===== src/rtl/alu_rs_if.sv =====
// Dispatch, result-broadcast and ALU-issue signals of the ALU reservation station.
// The dispatcher/CDB side uses master; the reservation station uses slave.
interface alu_rs_if;
    logic        _rs_ready;
    logic [4:0]  _rs_rob_id;
    logic [6:0]  _rs_type;
    logic [3:0]  _rs_op;
    logic        _rs_q1_ready;
    logic        _rs_q2_ready;
    logic [4:0]  _rs_q1;
    logic [4:0]  _rs_q2;
    logic [31:0] _rs_v1;
    logic [31:0] _rs_v2;
    logic        _rs_full;

    logic        _cdb_ready;
    logic [4:0]  _cdb_rob_id;
    logic [31:0] _cdb_value;
    logic        _lsb_cdb_ready;
    logic [4:0]  _lsb_cdb_rob_id;
    logic [31:0] _lsb_cdb_value;

    logic        _alu_ready;
    logic [4:0]  _alu_rob_id;
    logic [6:0]  _alu_type;
    logic [3:0]  _alu_op;
    logic [31:0] _alu_v1;
    logic [31:0] _alu_v2;

    modport master (
        output _rs_ready, _rs_rob_id, _rs_type, _rs_op,
        output _rs_q1_ready, _rs_q2_ready, _rs_q1, _rs_q2, _rs_v1, _rs_v2,
        output _cdb_ready, _cdb_rob_id, _cdb_value,
        output _lsb_cdb_ready, _lsb_cdb_rob_id, _lsb_cdb_value,
        input  _rs_full,
        input  _alu_ready, _alu_rob_id, _alu_type, _alu_op, _alu_v1, _alu_v2
    );

    modport slave (
        input  _rs_ready, _rs_rob_id, _rs_type, _rs_op,
        input  _rs_q1_ready, _rs_q2_ready, _rs_q1, _rs_q2, _rs_v1, _rs_v2,
        input  _cdb_ready, _cdb_rob_id, _cdb_value,
        input  _lsb_cdb_ready, _lsb_cdb_rob_id, _lsb_cdb_value,
        output _rs_full,
        output _alu_ready, _alu_rob_id, _alu_type, _alu_op, _alu_v1, _alu_v2
    );
endinterface


===== src/rtl/alu_rs.sv =====
// ALU reservation station: holds dispatched instructions until both operands
// arrive over either CDB, then issues the lowest-index ready entry to the ALU.
module alu_rs #(
    parameter int RS_SIZE = 8
) (
    input  logic       clk_in,
    input  logic       rst_in,
    input  logic       rdy_in,
    input  logic       _clear,
    alu_rs_if.slave    bus
);
    localparam int IDX_W = $clog2(RS_SIZE);

    logic [RS_SIZE-1:0] busy;
    logic [RS_SIZE-1:0] q1_rdy;
    logic [RS_SIZE-1:0] q2_rdy;
    logic [4:0]         rob_id [RS_SIZE];
    logic [6:0]         op_type [RS_SIZE];
    logic [3:0]         op [RS_SIZE];
    logic [4:0]         q1 [RS_SIZE];
    logic [4:0]         q2 [RS_SIZE];
    logic [31:0]        v1 [RS_SIZE];
    logic [31:0]        v2 [RS_SIZE];

    logic [4:0]         alu_rob_id;
    logic [6:0]         alu_type;
    logic [3:0]         alu_op;
    logic [31:0]        alu_v1;
    logic [31:0]        alu_v2;

    logic [IDX_W-1:0]   issue_idx;
    logic [IDX_W-1:0]   free_idx;
    logic               issue_found;
    logic               rs_full;
    logic               issue_fire;
    logic               dispatch_fire;
    logic               d1_rdy;
    logic               d2_rdy;
    logic [31:0]        d1_val;
    logic [31:0]        d2_val;

    // Both searches look only at registered state, so a slot freed by issue
    // this cycle cannot be handed to a dispatch in the same cycle.
    always_comb begin
        issue_found = 1'b0;
        issue_idx   = '0;
        free_idx    = '0;
        for (int i = RS_SIZE - 1; i >= 0; i--) begin
            if (busy[i] && q1_rdy[i] && q2_rdy[i]) begin
                issue_found = 1'b1;
                issue_idx   = IDX_W'(i);
            end
            if (!busy[i]) begin
                free_idx = IDX_W'(i);
            end
        end
    end

    assign rs_full       = &busy;
    assign issue_fire    = issue_found && rdy_in && !_clear && !rst_in;
    assign dispatch_fire = bus._rs_ready && rdy_in && !_clear && !rs_full;

    // Operands still missing at dispatch may be supplied by a broadcast in the
    // very same cycle; the ALU bus takes priority over the load-store bus.
    always_comb begin
        d1_rdy = bus._rs_q1_ready;
        d1_val = bus._rs_v1;
        d2_rdy = bus._rs_q2_ready;
        d2_val = bus._rs_v2;
        if (!bus._rs_q1_ready) begin
            if (bus._cdb_ready && bus._cdb_rob_id == bus._rs_q1) begin
                d1_rdy = 1'b1;
                d1_val = bus._cdb_value;
            end else if (bus._lsb_cdb_ready && bus._lsb_cdb_rob_id == bus._rs_q1) begin
                d1_rdy = 1'b1;
                d1_val = bus._lsb_cdb_value;
            end
        end
        if (!bus._rs_q2_ready) begin
            if (bus._cdb_ready && bus._cdb_rob_id == bus._rs_q2) begin
                d2_rdy = 1'b1;
                d2_val = bus._cdb_value;
            end else if (bus._lsb_cdb_ready && bus._lsb_cdb_rob_id == bus._rs_q2) begin
                d2_rdy = 1'b1;
                d2_val = bus._lsb_cdb_value;
            end
        end
    end

    always_ff @(posedge clk_in) begin
        if (rst_in) begin
            busy       <= '0;
            alu_rob_id <= '0;
            alu_type   <= '0;
            alu_op     <= '0;
            alu_v1     <= '0;
            alu_v2     <= '0;
        end else if (rdy_in) begin
            if (_clear) begin
                busy <= '0;
            end else begin
                for (int i = 0; i < RS_SIZE; i++) begin
                    if (busy[i] && !q1_rdy[i]) begin
                        if (bus._cdb_ready && bus._cdb_rob_id == q1[i]) begin
                            q1_rdy[i] <= 1'b1;
                            v1[i]     <= bus._cdb_value;
                        end else if (bus._lsb_cdb_ready && bus._lsb_cdb_rob_id == q1[i]) begin
                            q1_rdy[i] <= 1'b1;
                            v1[i]     <= bus._lsb_cdb_value;
                        end
                    end
                    if (busy[i] && !q2_rdy[i]) begin
                        if (bus._cdb_ready && bus._cdb_rob_id == q2[i]) begin
                            q2_rdy[i] <= 1'b1;
                            v2[i]     <= bus._cdb_value;
                        end else if (bus._lsb_cdb_ready && bus._lsb_cdb_rob_id == q2[i]) begin
                            q2_rdy[i] <= 1'b1;
                            v2[i]     <= bus._lsb_cdb_value;
                        end
                    end
                end

                // The issue registers hold between issues so the ALU sees
                // stable operands during its result cycle.
                if (issue_fire) begin
                    alu_rob_id        <= rob_id[issue_idx];
                    alu_type          <= op_type[issue_idx];
                    alu_op            <= op[issue_idx];
                    alu_v1            <= v1[issue_idx];
                    alu_v2            <= v2[issue_idx];
                    busy[issue_idx]   <= 1'b0;
                end

                if (dispatch_fire) begin
                    busy[free_idx]    <= 1'b1;
                    rob_id[free_idx]  <= bus._rs_rob_id;
                    op_type[free_idx] <= bus._rs_type;
                    op[free_idx]      <= bus._rs_op;
                    q1[free_idx]      <= bus._rs_q1;
                    q2[free_idx]      <= bus._rs_q2;
                    q1_rdy[free_idx]  <= d1_rdy;
                    q2_rdy[free_idx]  <= d2_rdy;
                    v1[free_idx]      <= d1_val;
                    v2[free_idx]      <= d2_val;
                end
            end
        end
    end

    assign bus._rs_full     = rs_full;
    assign bus._alu_ready   = issue_fire;
    assign bus._alu_rob_id  = alu_rob_id;
    assign bus._alu_type    = alu_type;
    assign bus._alu_op      = alu_op;
    assign bus._alu_v1      = alu_v1;
    assign bus._alu_v2      = alu_v2;
endmodule

===== src/flat_wrapper.sv =====
// flat-port wrapper written by rule: the top's interface ports become plain ports
module alu_rs_flat 
#(
    parameter int RS_SIZE = 8
)
  (clk_in, rst_in, rdy_in, _clear, bus__rs_ready, bus__rs_rob_id, bus__rs_type, bus__rs_op, bus__rs_q1_ready, bus__rs_q2_ready, bus__rs_q1, bus__rs_q2, bus__rs_v1, bus__rs_v2, bus__cdb_ready, bus__cdb_rob_id, bus__cdb_value, bus__lsb_cdb_ready, bus__lsb_cdb_rob_id, bus__lsb_cdb_value, bus__rs_full, bus__alu_ready, bus__alu_rob_id, bus__alu_type, bus__alu_op, bus__alu_v1, bus__alu_v2);
  alu_rs_if bus_i ();
  input  logic clk_in;
  input  logic rst_in;
  input  logic rdy_in;
  input  logic _clear;
  input wire logic [$bits(bus_i._rs_ready)-1:0] bus__rs_ready;
  input wire logic [$bits(bus_i._rs_rob_id)-1:0] bus__rs_rob_id;
  input wire logic [$bits(bus_i._rs_type)-1:0] bus__rs_type;
  input wire logic [$bits(bus_i._rs_op)-1:0] bus__rs_op;
  input wire logic [$bits(bus_i._rs_q1_ready)-1:0] bus__rs_q1_ready;
  input wire logic [$bits(bus_i._rs_q2_ready)-1:0] bus__rs_q2_ready;
  input wire logic [$bits(bus_i._rs_q1)-1:0] bus__rs_q1;
  input wire logic [$bits(bus_i._rs_q2)-1:0] bus__rs_q2;
  input wire logic [$bits(bus_i._rs_v1)-1:0] bus__rs_v1;
  input wire logic [$bits(bus_i._rs_v2)-1:0] bus__rs_v2;
  input wire logic [$bits(bus_i._cdb_ready)-1:0] bus__cdb_ready;
  input wire logic [$bits(bus_i._cdb_rob_id)-1:0] bus__cdb_rob_id;
  input wire logic [$bits(bus_i._cdb_value)-1:0] bus__cdb_value;
  input wire logic [$bits(bus_i._lsb_cdb_ready)-1:0] bus__lsb_cdb_ready;
  input wire logic [$bits(bus_i._lsb_cdb_rob_id)-1:0] bus__lsb_cdb_rob_id;
  input wire logic [$bits(bus_i._lsb_cdb_value)-1:0] bus__lsb_cdb_value;
  output wire logic [$bits(bus_i._rs_full)-1:0] bus__rs_full;
  output wire logic [$bits(bus_i._alu_ready)-1:0] bus__alu_ready;
  output wire logic [$bits(bus_i._alu_rob_id)-1:0] bus__alu_rob_id;
  output wire logic [$bits(bus_i._alu_type)-1:0] bus__alu_type;
  output wire logic [$bits(bus_i._alu_op)-1:0] bus__alu_op;
  output wire logic [$bits(bus_i._alu_v1)-1:0] bus__alu_v1;
  output wire logic [$bits(bus_i._alu_v2)-1:0] bus__alu_v2;
  assign bus_i._rs_ready = bus__rs_ready;
  assign bus_i._rs_rob_id = bus__rs_rob_id;
  assign bus_i._rs_type = bus__rs_type;
  assign bus_i._rs_op = bus__rs_op;
  assign bus_i._rs_q1_ready = bus__rs_q1_ready;
  assign bus_i._rs_q2_ready = bus__rs_q2_ready;
  assign bus_i._rs_q1 = bus__rs_q1;
  assign bus_i._rs_q2 = bus__rs_q2;
  assign bus_i._rs_v1 = bus__rs_v1;
  assign bus_i._rs_v2 = bus__rs_v2;
  assign bus_i._cdb_ready = bus__cdb_ready;
  assign bus_i._cdb_rob_id = bus__cdb_rob_id;
  assign bus_i._cdb_value = bus__cdb_value;
  assign bus_i._lsb_cdb_ready = bus__lsb_cdb_ready;
  assign bus_i._lsb_cdb_rob_id = bus__lsb_cdb_rob_id;
  assign bus_i._lsb_cdb_value = bus__lsb_cdb_value;
  assign bus__rs_full = bus_i._rs_full;
  assign bus__alu_ready = bus_i._alu_ready;
  assign bus__alu_rob_id = bus_i._alu_rob_id;
  assign bus__alu_type = bus_i._alu_type;
  assign bus__alu_op = bus_i._alu_op;
  assign bus__alu_v1 = bus_i._alu_v1;
  assign bus__alu_v2 = bus_i._alu_v2;
  alu_rs #(.RS_SIZE(RS_SIZE)) u_core (.clk_in(clk_in), .rst_in(rst_in), .rdy_in(rdy_in), ._clear(_clear), .bus(bus_i));
endmodule

===== config.mk =====
export PLATFORM = sky130hd
export DESIGN_NAME = alu_rs_flat
export DESIGN_NICKNAME = d
export VERILOG_FILES = /design/src/rtl/alu_rs_if.sv /design/src/rtl/alu_rs.sv /design/src/flat_wrapper.sv
export SDC_FILE = /design/constraint.sdc
export NUM_CORES = 2
export LEC_CHECK = 0
export BUFFER_PORTS_ARGS = -buffer_cell sky130_fd_sc_hd__buf_2
export CAP_MARGIN = 0
export CORE_UTILIZATION = 34
export DETAILED_ROUTE_END_ITERATION = 12
export PLACE_DENSITY = 0.48
export SYNTH_ARGS = -nofsm -noshare
export SYNTH_HDL_FRONTEND = slang
export SYNTH_SLANG_ARGS = --single-unit
export TNS_END_PERCENT = 10

===== constraint.sdc =====
create_clock -name clk_in -period 4.47 [get_ports clk_in]
set_input_delay 0.2235 -clock clk_in [delete_from_list [all_inputs] [get_ports clk_in]]
set_output_delay 0.2235 -clock clk_in [all_outputs]
set_load 0.1 [all_outputs]

==> impl_metrics.ini <==
[drt]
drc = 0
drt_iter0_markers = 7347
drt_wl_total_microns = 276000
vias_per_cell = 7.11
vias = 49000
firstDrtPassIters = 7
ant_nets = 0
wl_per_cell_microns = 40.0

[synthesis]
yosys_warnings = 0
syn_inst = 4876
synthTopCellsByCount = edfxtp_1 (736), mux2i_1 (518), clkbuf_1 (481)
synth_cell_type_count = 77
ys_seq_area_share_pct = 45.3
synth_area_leaders = edfxtp_1 (42%), mux2i_1 (9.8%), o211ai_1 (4.7%), o311ai_0 (4.5%), clkbuf_1 (3.4%)
synth_seq_cells = 824
synth_edf_count = 736
syn_nets = 5049
synth_flop_cell = edfxtp_1
yosysMostFrequentCell = edfxtp_1
yosys.area.top_type = edfxtp_1
syn_area_sq_um = 52700
synth_area_per_cell_sq_um = 10.8
yosysTopAreaCellShare_pct = 42.0
synthArstFlopShare_pct = 0

[worst_setup_path]
worstPathMaxFanout = 44
worstPathArrival_ns = 3.84
required_ns = 4.25
start_kind = register
critical_path_class = reg -> out
cp-end-kind = output pin
reg2reg_slack_ns = 1.03

[cts]
cts-root-buf = clkbuf_16
cts_buffers = 103
tritoncts = done
clock_latency_ns = 0.78
clk_path_buf_depth = 3
cts_sinks = 824
cts_resized = 0
clkTransAtPathRegs_ns = 0.06
h-tree-depth = 3

[power_and_ir_drop]
ir_drop_uv = 332
power.density_nw_per_um2 = 317
p_leak_nw = 22.1

[status]
status = completed

[grt]
overflow = 0
antenna_found_initial = 22
grt_pass1_vias = 47100
grt_usage_pct = 34.1
grt_pass1_wl_microns = 379000
grt_max_degree = 105

[worst_hold_path]
hp-class = in -> reg

[sta]
min_period_over_period_pct = 91.0
setup_viol = 0
max_freq_mhz = 246
hold_viol = 0
period_needed_ns = 4.07
timing.setup.tns_ns = 0
slew_headroom_pct = 7.91
drv_slew = 0
rsz0062_at_grt = false
tightest_slew_ns = 1.38
clock_skew_ns = 0.0714
setup_ws_ns = 0.403

[floorplanning]
start_util_pct = 34.2
rows = 144
coreArea_sq_um = 154000
pin_count = 255
die-area_sq_um = 156000
die_w_microns = 396
fp.dieH_microns = 396

[placed_design]
gp_congestion = 0.886
io_buffers = 254
dp_hpwl_microns = 157000
pre_cts_ws_ns = 1.16

[cells_and_area]
synthToLayoutAreaGrowth_pct = 13.1
drive_above_1_share_pct = 19.0
finalNetCount = 4924
fin_util_pct = 38.7

[job]
cap_violations = 0
logic make-up after synthesis:
group / after synthesis / synth area share [%]
xor+xnor: 180 / 3.06
simple gates: 1018 / 11.1
compound gates: 1485 / 23.6
buf+inv: 851 / 7.06
flops: 824 / 45.3
mux: 518 / 9.84
metal layers:
layer / up-vias / GRT usage, % / routed length, microns / part of all wire (%)
met5: - / 0 / 107 / 0.039
met4: 12 / 17.2 / 15800 / 5.7
met3: 964 / 10.7 / 34100 / 12
met2: 3855 / 50.7 / 118000 / 43
met1: 24600 / 44.3 / 108000 / 39
li1: 19600 / - / - / -
per-stage QoR:
step                std cells  instance area [sq um]  hold slack [ns]  total power [mW]
CTS                      6886                  59500          0.00706              18.9
global route             6888                  59500           0.0318              19.3
global placement         6661                  55700            0.489              10.1
detailed placement       6661                  55700            0.490              10.1
finish                   6892                  59500           0.0240              18.9
floorplan                4876                  52700            0.322              9.52
flip-flops by register name, summed over array words and instances (netlist names), 32 cells and up:
name,cells
u_core.bus._alu_v1,32
u_core.bus._alu_v2,32
u_core.v2,256
u_core.rob_id,40
u_core.q2,40
u_core.v1,256
u_core.op,32
u_core.op_type,56
u_core.q1,40
power by group:
part           total [mW]  internal [mW]  switching, mW
clock network        8.88           5.07           3.82
logic                1.56          0.449           1.11
registers            8.44           8.42         0.0266
total                18.9           13.9           4.95
worst paths after layout:
check / from / endpoint / cells past startpoint
max: u_core.busy[0] / bus__alu_ready / 6
min: bus__rs_v1[31] / u_core.v1[5][31] / 3
max reg2reg: u_core.busy[0] / u_core.v1[2][9] / 6
min reg2reg: u_core.bus._alu_type[2] / u_core.bus._alu_type[2] / 2
what timing repair did:
action | CTS | global route
hold endpoints to repair | 210 | 0
hold buffers | 29 | 0
buffers inserted | 0 | 0
layout make-up:
type                    count  area (sq um)
diodes                      6          15.0
flip-flops and latches    824         23900
inverters                 137           527
multi-input cells        3201         25600
well taps                2044          2560
clock inverters            53           646
fillers                 15000         94300
clock buffers             143          2890
repair buffers            484          3480
worst max-delay path, stage by stage (launching register included):
cell and delay (ns):
dfxtp_1 0.64, nand3_1 0.32, and2_4 0.54, a31o_4 0.38
inv_4 0.30, buf_12 0.30, buf_2 0.51
placed cells by master (no fill, tap or decap), types with 54 or more instances in the layout:
master | Yosys | layout
o2111ai_1 | 103 | 103
a21oi_1 | 91 | 90
dfxtp_1 | 88 | 88
a21boi_0 | 79 | 79
nor3_1 | 89 | 89
or4_1 | 54 | 54
buf_2 | 83 | 254
a221oi_1 | 80 | 80
o311ai_1 | 64 | 64
xnor2_1 | 69 | 69
nand4_1 | 273 | 273
a31o_2 | 80 | 79
inv_1 | 132 | 131
clkbuf_16 | 0 | 103
and2_1 | 114 | 112
o311ai_0 | 271 | 271
o211ai_1 | 329 | 329
a311oi_1 | 80 | 80
nor2_1 | 161 | 151
mux2i_1 | 518 | 518
xor2_1 | 106 | 106
buf_4 | 40 | 168
o211ai_2 | 72 | 69
o21ai_0 | 110 | 108
and3_1 | 108 | 98
nand3_1 | 112 | 101
edfxtp_1 | 736 | 736
Power figures use the tool's default switching activity.
